===== src/rtl/min_pulse_shaper_if.sv =====
// Request/status bundle between control logic and the pulse shaper.
// The shaper takes the slave side; the driving logic (or a bench) takes master.
interface min_pulse_shaper_if;
   logic clk_en;
   logic in;
   logic inhibit;
   logic out;
   logic busy;

   modport master (output clk_en, in, inhibit, input out, busy);
   modport slave  (input clk_en, in, inhibit, output out, busy);
endinterface


===== src/rtl/min_pulse_shaper.sv =====
// Output conditioner: enforces minimum asserted/deasserted phase lengths on a pin
// and forces the pin to its default level while a fault inhibit is present.
module min_pulse_shaper #(
   parameter int MIN_ACTIVE     = 4,
   parameter int MIN_IDLE       = 8,
   parameter bit DEFAULT_OUTPUT = 1'b0,
   parameter int COUNTER_WIDTH  = $clog2(((MIN_ACTIVE > MIN_IDLE) ? MIN_ACTIVE : MIN_IDLE) + 1)
) (
   input  logic               clk,
   input  logic               reset,
   min_pulse_shaper_if.slave  bus
);

   typedef enum logic [1:0] {IDLE, ACT_HOLD, ACTIVE, IDLE_HOLD} state_t;

   localparam logic [COUNTER_WIDTH-1:0] ACT_LAST  = COUNTER_WIDTH'(MIN_ACTIVE - 1);
   localparam logic [COUNTER_WIDTH-1:0] IDLE_LAST = COUNTER_WIDTH'(MIN_IDLE - 1);

   state_t                   r_state;
   logic [COUNTER_WIDTH-1:0] r_cnt;
   logic                     r_out;
   logic                     r_busy;

   state_t                   w_state_nxt;
   logic [COUNTER_WIDTH-1:0] w_cnt_nxt;
   logic                     w_req;
   logic                     w_asserted_nxt;

   assign w_req = (bus.in != DEFAULT_OUTPUT);

   // Counter only advances until it reaches the phase's last value, so equality is the expiry test.
   always_comb begin
      w_state_nxt = r_state;
      w_cnt_nxt   = r_cnt;
      case (r_state)
         IDLE: begin
            if (!bus.inhibit && w_req) begin
               w_state_nxt = ACT_HOLD;
               w_cnt_nxt   = '0;
            end
         end
         ACT_HOLD: begin
            if (bus.inhibit) begin
               w_state_nxt = IDLE_HOLD;
               w_cnt_nxt   = '0;
            end else if (r_cnt == ACT_LAST) begin
               if (!w_req) begin
                  w_state_nxt = IDLE_HOLD;
                  w_cnt_nxt   = '0;
               end else begin
                  w_state_nxt = ACTIVE;
               end
            end else begin
               w_cnt_nxt = r_cnt + 1'b1;
            end
         end
         ACTIVE: begin
            if (bus.inhibit || !w_req) begin
               w_state_nxt = IDLE_HOLD;
               w_cnt_nxt   = '0;
            end
         end
         IDLE_HOLD: begin
            if (r_cnt == IDLE_LAST) begin
               if (w_req && !bus.inhibit) begin
                  w_state_nxt = ACT_HOLD;
                  w_cnt_nxt   = '0;
               end else begin
                  w_state_nxt = IDLE;
               end
            end else begin
               w_cnt_nxt = r_cnt + 1'b1;
            end
         end
         default: begin
            w_state_nxt = IDLE;
            w_cnt_nxt   = '0;
         end
      endcase
   end

   assign w_asserted_nxt = (w_state_nxt == ACT_HOLD) || (w_state_nxt == ACTIVE);

   always_ff @(posedge clk) begin
      if (reset) begin
         r_state <= IDLE;
         r_cnt   <= '0;
         r_out   <= DEFAULT_OUTPUT;
         r_busy  <= 1'b0;
      end else if (bus.clk_en) begin
         r_state <= w_state_nxt;
         r_cnt   <= w_cnt_nxt;
         r_out   <= w_asserted_nxt ? ~DEFAULT_OUTPUT : DEFAULT_OUTPUT;
         r_busy  <= (w_state_nxt == ACT_HOLD) || (w_state_nxt == IDLE_HOLD);
      end
   end

   assign bus.out  = r_out;
   assign bus.busy = r_busy;

endmodule


===== src/flat_wrapper.sv =====
// flat-port wrapper written by rule: the top's interface ports become plain ports
module min_pulse_shaper_flat 
#(
   parameter int MIN_ACTIVE     = 4,
   parameter int MIN_IDLE       = 8,
   parameter bit DEFAULT_OUTPUT = 1'b0,
   parameter int COUNTER_WIDTH  = $clog2(((MIN_ACTIVE > MIN_IDLE) ? MIN_ACTIVE : MIN_IDLE) + 1)
)
  (clk, reset, bus_clk_en, bus_in, bus_inhibit, bus_out, bus_busy);
  min_pulse_shaper_if bus_i ();
  input  logic clk;
  input  logic reset;
  input wire logic [$bits(bus_i.clk_en)-1:0] bus_clk_en;
  input wire logic [$bits(bus_i.in)-1:0] bus_in;
  input wire logic [$bits(bus_i.inhibit)-1:0] bus_inhibit;
  output wire logic [$bits(bus_i.out)-1:0] bus_out;
  output wire logic [$bits(bus_i.busy)-1:0] bus_busy;
  assign bus_i.clk_en = bus_clk_en;
  assign bus_i.in = bus_in;
  assign bus_i.inhibit = bus_inhibit;
  assign bus_out = bus_i.out;
  assign bus_busy = bus_i.busy;
  min_pulse_shaper #(.MIN_ACTIVE(MIN_ACTIVE), .MIN_IDLE(MIN_IDLE), .DEFAULT_OUTPUT(DEFAULT_OUTPUT), .COUNTER_WIDTH(COUNTER_WIDTH)) u_core (.clk(clk), .reset(reset), .bus(bus_i));
endmodule

===== config.mk =====
export PLATFORM = sky130hd
export DESIGN_NAME = min_pulse_shaper_flat
export DESIGN_NICKNAME = d
export VERILOG_FILES = /design/src/rtl/min_pulse_shaper_if.sv /design/src/rtl/min_pulse_shaper.sv /design/src/flat_wrapper.sv
export SDC_FILE = /design/constraint.sdc
export NUM_CORES = 1
export LEC_CHECK = 0
export CORE_AREA = 2 2 39 41
export CTS_CLUSTER_SIZE = 40
export DETAILED_ROUTE_END_ITERATION = 7
export DIE_AREA = 0 0 41 43
export GPL_TIMING_DRIVEN = 0
export SYNTH_ARGS = -nofsm -noshare
export SYNTH_HDL_FRONTEND = slang
export SYNTH_SLANG_ARGS = --single-unit

===== constraint.sdc =====
create_clock -name clk -period 5 [get_ports clk]
set_input_delay 1 -clock clk [delete_from_list [all_inputs] [get_ports clk]]
set_output_delay 1 -clock clk [all_outputs]
set_load 0.03 [all_outputs]

======== Word-level counts from Yosys, hierarchy flattened ========
Cells that the tools add are included.
W data, S select, Z words.
operators by class
  add/subtract/negate cells ............... 1
  multipliers ............................. 0
  div/mod/pow operators ................... 0
  $lt $le $gt $ge ......................... 0
  equality and inequality tests ........... 10
  shift-type cells ........................ 0
  multiplexer cells ....................... 16
  bitwise operators ....................... 0
  reductions and logical operators ........ 8
operator list
  cell                   number
  $mux W4                6
  $pmux W4 S4            1
  $mux W2                5
  $eq A2 B2 Y1 const B   4
  $pmux W2 S4            1
  $add A4 B1 Y4 const B  1
  $eq A2 B1 Y1 const B   2
  $eq A4 B2 Y1 const B   1
  $eq A4 B3 Y1 const B   1
  $ne A4 B4 Y1 const B   1
  $logic_or A1 B1 Y1     3
  $mux W1                3
  $reduce_and A3 Y1      1
  $logic_not A1 Y1       2
  $logic_not A2 Y1       1
  $ne A2 B1 Y1 const B   1
  $logic_and A1 B1 Y1    1
word-level totals
  flip-flop bits (word level) ............. 8
  latch bits .............................. 0
  memory bits (writable) .................. 0
  ROM bits ................................ 0
  bits of input ports ..................... 5
  output and inout bits ................... 2
  word-level logic and storage cells ...... 39
  memories ................................ 0

======== Longest topological paths before layout ========
  depth in word-level cells ............... 8
  depth in mapped cells ................... 8
  mapped depth without buffers ............ 7

======== Worst setup path after synthesis ========
No wires, ideal clock.
  path type ............................... input to register
  from .................................... input bus_inhibit
  to ...................................... register u_core.r_out (netlist: u_core.bus.out)
  library setup time ...................... 0.086 ns
  data arrival time ....................... 2.191 ns
  required time ........................... 4.914 ns
  setup slack ............................. 2.723 ns
  cell stages on the path ................. 6
  buffers on the path ..................... 0
  cell sequence ........................... or4b_1 -> o21ai_1 -> nand2_1 -> o211a_1 -> ha_1 -> a211oi_1
between the ends
  cells in the longest elaborated chain, start to end .. 8
  elaborated cells between the ends (all ways) .. 13
  those cells by class .................... eq/ne (2); mux (7); reduce/logical (4)
ends and longest elaborated chain
  item                                                 line                                            source
  from (decl)                                          flat_wrapper.sv:15                              input wire logic [$bits(bus_i.inhibit)-1:0] bus_inhibit;
  $logic_not A1 Y1                                     min_pulse_shaper.sv:37, min_pulse_shaper.sv:65
  $logic_and A1 B1 Y1                                  min_pulse_shaper.sv:37, min_pulse_shaper.sv:65
  $mux W1                                              min_pulse_shaper.sv:65                          if (w_req && !bus.inhibit) begin
  $mux W2                                              min_pulse_shaper.sv:64                          if (r_cnt == IDLE_LAST) begin
  $pmux W2 S4 *                                        min_pulse_shaper.sv:35                          case (r_state)
  via u_core.w_state_nxt[0]                            min_pulse_shaper.sv:24                          state_t w_state_nxt;
  $eq A2 B1 Y1 / $eq A2 B2 Y1 (equally long branches)  min_pulse_shaper.sv:82                          assign w_asserted_nxt = (w_state_nxt == ACT_HOLD) || (w_state_nxt == ACTIVE);
  $logic_or A1 B1 Y1 *                                 min_pulse_shaper.sv:82
  $mux W1 *                                            min_pulse_shaper.sv:93                          r_out <= w_asserted_nxt ? ~DEFAULT_OUTPUT : DEFAULT_OUTPUT;
  to (signal assigned)                                 min_pulse_shaper.sv:93
  to (decl)                                            min_pulse_shaper.sv:21                          logic r_out;
Mark *: on every way through the listed nets, which the timed path passes. The rest lies on a longest branch.
A chain may end at the register's enable or synchronous reset.

======== Final worst setup path ========
Ends and elaborated chain as after synthesis.

==> run summary <==
After synthesis, the share of flip-flops with an asynchronous set or reset is 0%. Ranked by instance count, the synthesized netlist is headed by sky130_fd_sc_hd__dfxtp_1, sky130_fd_sc_hd__nor2_1, sky130_fd_sc_hd__a211oi_1, sky130_fd_sc_hd__inv_1, sky130_fd_sc_hd__nand2_1. The post-route antenna net violation count came out at 0. During synthesis, Yosys emitted a total of 0 warnings. The number of antenna violations at the first check in global routing is 0.

The type of the most critical hold path is flop to flop. The leading register cell type out of synthesis is sky130_fd_sc_hd__dfxtp_1. The effective utilization at floorplan came out at between 30% and 40%.

The internal power is around 0.11 mW. The largest individual stage delay along the critical path comes from the cell sky130_fd_sc_hd__or4b_1. Yosys mapped the design onto 33 distinct sky130hd cell types. The total of hold buffers inserted after clock tree synthesis is 0. From synthesis to final layout, the design area changed by 15.7%. The static leakage came out at between 0.2 and 0.25 nW. The number of iterations in the first detailed-routing pass is 4. The clock-pin slew on the worst setup and hold paths came out at 0.05 ns. The count of mapped cells out of synthesis came out at 61.

For the pin with the worst max-slew slack, the measured transition is between 0.3 and 0.4 ns. Counting every sink on the clock net gives 8. Entering global routing, the biggest net connects 11 pins. STA classifies the critical path endpoint as a flop. The overall track demand over capacity in global routing came out at approximately 15%. Of the total power, the share spent switching nets is 27.8%.

Across the routed clock network, the largest skew measured is 0.00376 ns. The number of buffers and inverters on the critical path came out at 1. The worst hold slack after final layout is 0.480 ns. In this run the power density over the cells is 249 nW/um^2.

The minimum period implied by the final worst setup slack came out at approximately 2.6 ns. The switching power of the nets came out at about 0.042 mW. The latest clock arrival within the worst-skew pair came out at around 0.25 ns.

The path type of the worst setup path is primary input to flop. The buffer depth of the longest clock path came out at 2. The number of buffer cells added on primary ports is 4. Max-cap violations in this run came to 0. The count of buffers added by post-CTS timing repair for setup came out at 0. The cell area reported after detailed placement is around 590 um^2. The max-slew headroom at the worst pin came out at between 70% and 80%. The combinational group share of total power came out at between 20% and 30%. The site row count is 14. The leading cell type by number of instances after synthesis is sky130_fd_sc_hd__dfxtp_1. Setup repair after global routing left no endpoint under its margin. The mean post-synth cell area came out at between 8 and 9 um^2. The maximum fanout count along the critical path is 5. The number of nets handed over by synthesis was between 60 and 70. The remaining global-route overflow came out at 0. The die is approximately 41 um wide. The number of cells upsized or downsized after cts came out at 0.

The total length of routed wires is roughly 1100 um. The boundary pin count is 7. The total inserted antenna cells came out at 0. The via density per instance came out at between 5 and 6.

Setup violations remaining at the end of the flow were counted as 0. The number of cells in the finished layout apart from fillers came out at 84. The fraction of layout cells with a size suffix above 1 is approximately a tenth.

Sorting the synthesized cells by area gives the leading types as sky130_fd_sc_hd__dfxtp_1, sky130_fd_sc_hd__a211oi_1, sky130_fd_sc_hd__ha_1, sky130_fd_sc_hd__nand4bb_1, sky130_fd_sc_hd__or4b_1. The netlist area before placement came out at 527 um^2. Dividing the final minimum period by the clock period gives around 53%. After detailed routing, the average wire length per cell comes to ~13 um. The end-of-flow core utilization is between 40 and 50%. The filler cell count came out at approximately 140. In this design, the largest share of critical-path delay is due to simple AND/OR/NAND/NOR gates.

With fillers left out, the area of the finished cells amounts to 609 um^2. Summed over all instances, the cell type with the most area after synthesis is sky130_fd_sc_hd__dfxtp_1. Buffers inserted during clock tree synthesis total 3. IR analysis of the VDD net gives a maximum drop of ~0.14 mV.

The highest clock frequency the design can meet came out at between 300 and 400 MHz. The sequential-to-total area share from yosys stat came out at between 30 and 40%. The area share of the leading cell type in the synthesized netlist came out at 30.4%. The detailed-route DRC error count came out at 0. The final weighted congestion of routability-driven global placement came out at between 0.7 and 0.8. The via count of the first global-routing pass came out at 392. The height of the die came out at about 43 um.

The DRC marker count from the first detailed-route iteration came out at 9. The cell sitting at the root of the clock tree is a sky130_fd_sc_hd__clkbuf_4. The run finished with clean final reports. The number of max-slew violations in the final report is 0. The overall die area came out at 1760 um^2. For the worst setup path, the data required time is between 5 and 6 ns. STA classifies the critical path startpoint as a primary input. The number of flip-flops and latches in the synthesized netlist came out at 8. The signal on the critical path passes through clkdlybuf4s50_1, or4b_1, o21ai_1, nand2_1, o211a_1, ha_1, a211oi_1. The number of hold-slack violations in the final timing report came out at 0. The number of nets in the finished design came out at 77. The arrival time of the worst setup path came out at approximately 2.8 ns. The clock network fraction of design power is between 30% and 40%. In this run, flip-flops and latches consume 45.7% of the power. The total via count after detailed routing is roughly 480. TritonCTS built the clock tree. The maximum cell stage delay along the critical path is 0.49 ns. After routing, the total negative slack on setup checks comes to 0 ns. The core region area is between 1000 and 1500 um^2. The total number of H-tree levels is 1. In this run, synthesis inferred 0 flip-flops with an integrated enable. The wire length of the first global-routing pass came out at 1700 um.

Including well taps, the total number of placed cells is 81.
[state kept, by name, summed over array words and instances (netlist names)]
| register | count |
|---|---|
| u_core.bus.busy | 1 |
| u_core.bus.out | 1 |
| u_core.r_cnt | 4 |
| u_core.r_state | 2 |
[cell families after synthesis]
kind of cell               count (synthesis)  share of synthesized area (%)
AOI/OAI and AO/OA                         18                           26.6
xor gates and xnor gates                   1                           1.66
adders and majority gates                  2                           4.75
buffers and inverters                      8                           8.07
DFF                                        8                           30.4
muxes                                      1                           1.90
and+or+nand+nor                           23                           26.6
[metal layers]
layer	wire, um	global-route usage (%)	up-vias
met1	542	21.5	228
met5	0	0	-
li1	-	-	243
met4	20	10.0	0
met2	468	17.5	7
met3	34	4.71	3
[through the flow]
step | total power [mW] | setup WS (ns)
after detailed placement | 0.103 | 2.14
after global placement | 0.103 | 2.16
after CTS | 0.154 | 2.39
final | 0.152 | 2.36
after floorplan | 0.0935 | 2.72
after global routing | 0.161 | 2.25
[worst register-to-register path, delay by kind of cell (launching register included)]
family	cells	cell delay [ns]
flip-flops	1	0.30
adder cells (fa/ha/maj)	1	0.28
AO/OA/AOI/OAI	3	0.47
buffers and inverters	1	0.15
AND/OR/NAND/NOR	2	0.60
[power groups by stage]
stage,sequential [mW],clock [mW],combinational [mW]
5_1_grt,0.0698,0.0563,0.0353
3_5_place_dp,0.0709,0,0.0323
6_report,0.0695,0.0503,0.0323
2_1_floorplan,0.0739,0,0.0196
4_1_cts,0.0694,0.0518,0.0325
3_3_place_gp,0.0707,0,0.0322
[layout make-up]
| type | instances | area [um^2] | share of cell area [%] |
|---|---|---|---|
| Multi-Input combinational cell | 45 | 324 | 53.2 |
| Sequential cell | 8 | 160 | 26.3 |
| Timing Repair Buffer | 4 | 40.0 | 6.57 |
| Buffer | 4 | 27.5 | 4.52 |
| Clock buffer | 3 | 22.5 | 3.70 |
| Tap cell | 16 | 20.0 | 3.29 |
| Inverter | 4 | 15.0 | 2.46 |
[final timing paths]
| kind | start | endpoint | slack [ns] | cells after the start |
|---|---|---|---|---|
| setup / recovery | bus_inhibit | u_core.bus.out$_SDFFE_PP0P_ | 2.36 | 7 |
| hold / removal | u_core.bus.out$_SDFFE_PP0P_ | u_core.bus.out$_SDFFE_PP0P_ | 0.48 | 2 |
| setup reg to reg | u_core.r_cnt[2]$_SDFFE_PP0P_ | u_core.bus.out$_SDFFE_PP0P_ | 3.11 | 7 |
| hold reg to reg | u_core.bus.out$_SDFFE_PP0P_ | u_core.bus.out$_SDFFE_PP0P_ | 0.48 | 2 |
[cells in the final DEF, fill, tap and decap left out, drive strengths merged, types with 2 or more instances in the layout]
master	synthesis	layout
nand3	2	2
clkdlybuf4s50	0	4
nand2b	2	2
nor2b	2	2
nor2	5	5
a211oi	4	4
or4b	2	2
ha	2	2
nand4bb	2	2
nand2	4	4
inv	4	4
a21oi	2	2
dfxtp	8	8
clkbuf	1	4
buf	3	3
a31oi	2	2
(Power assumes the default switching activity.)
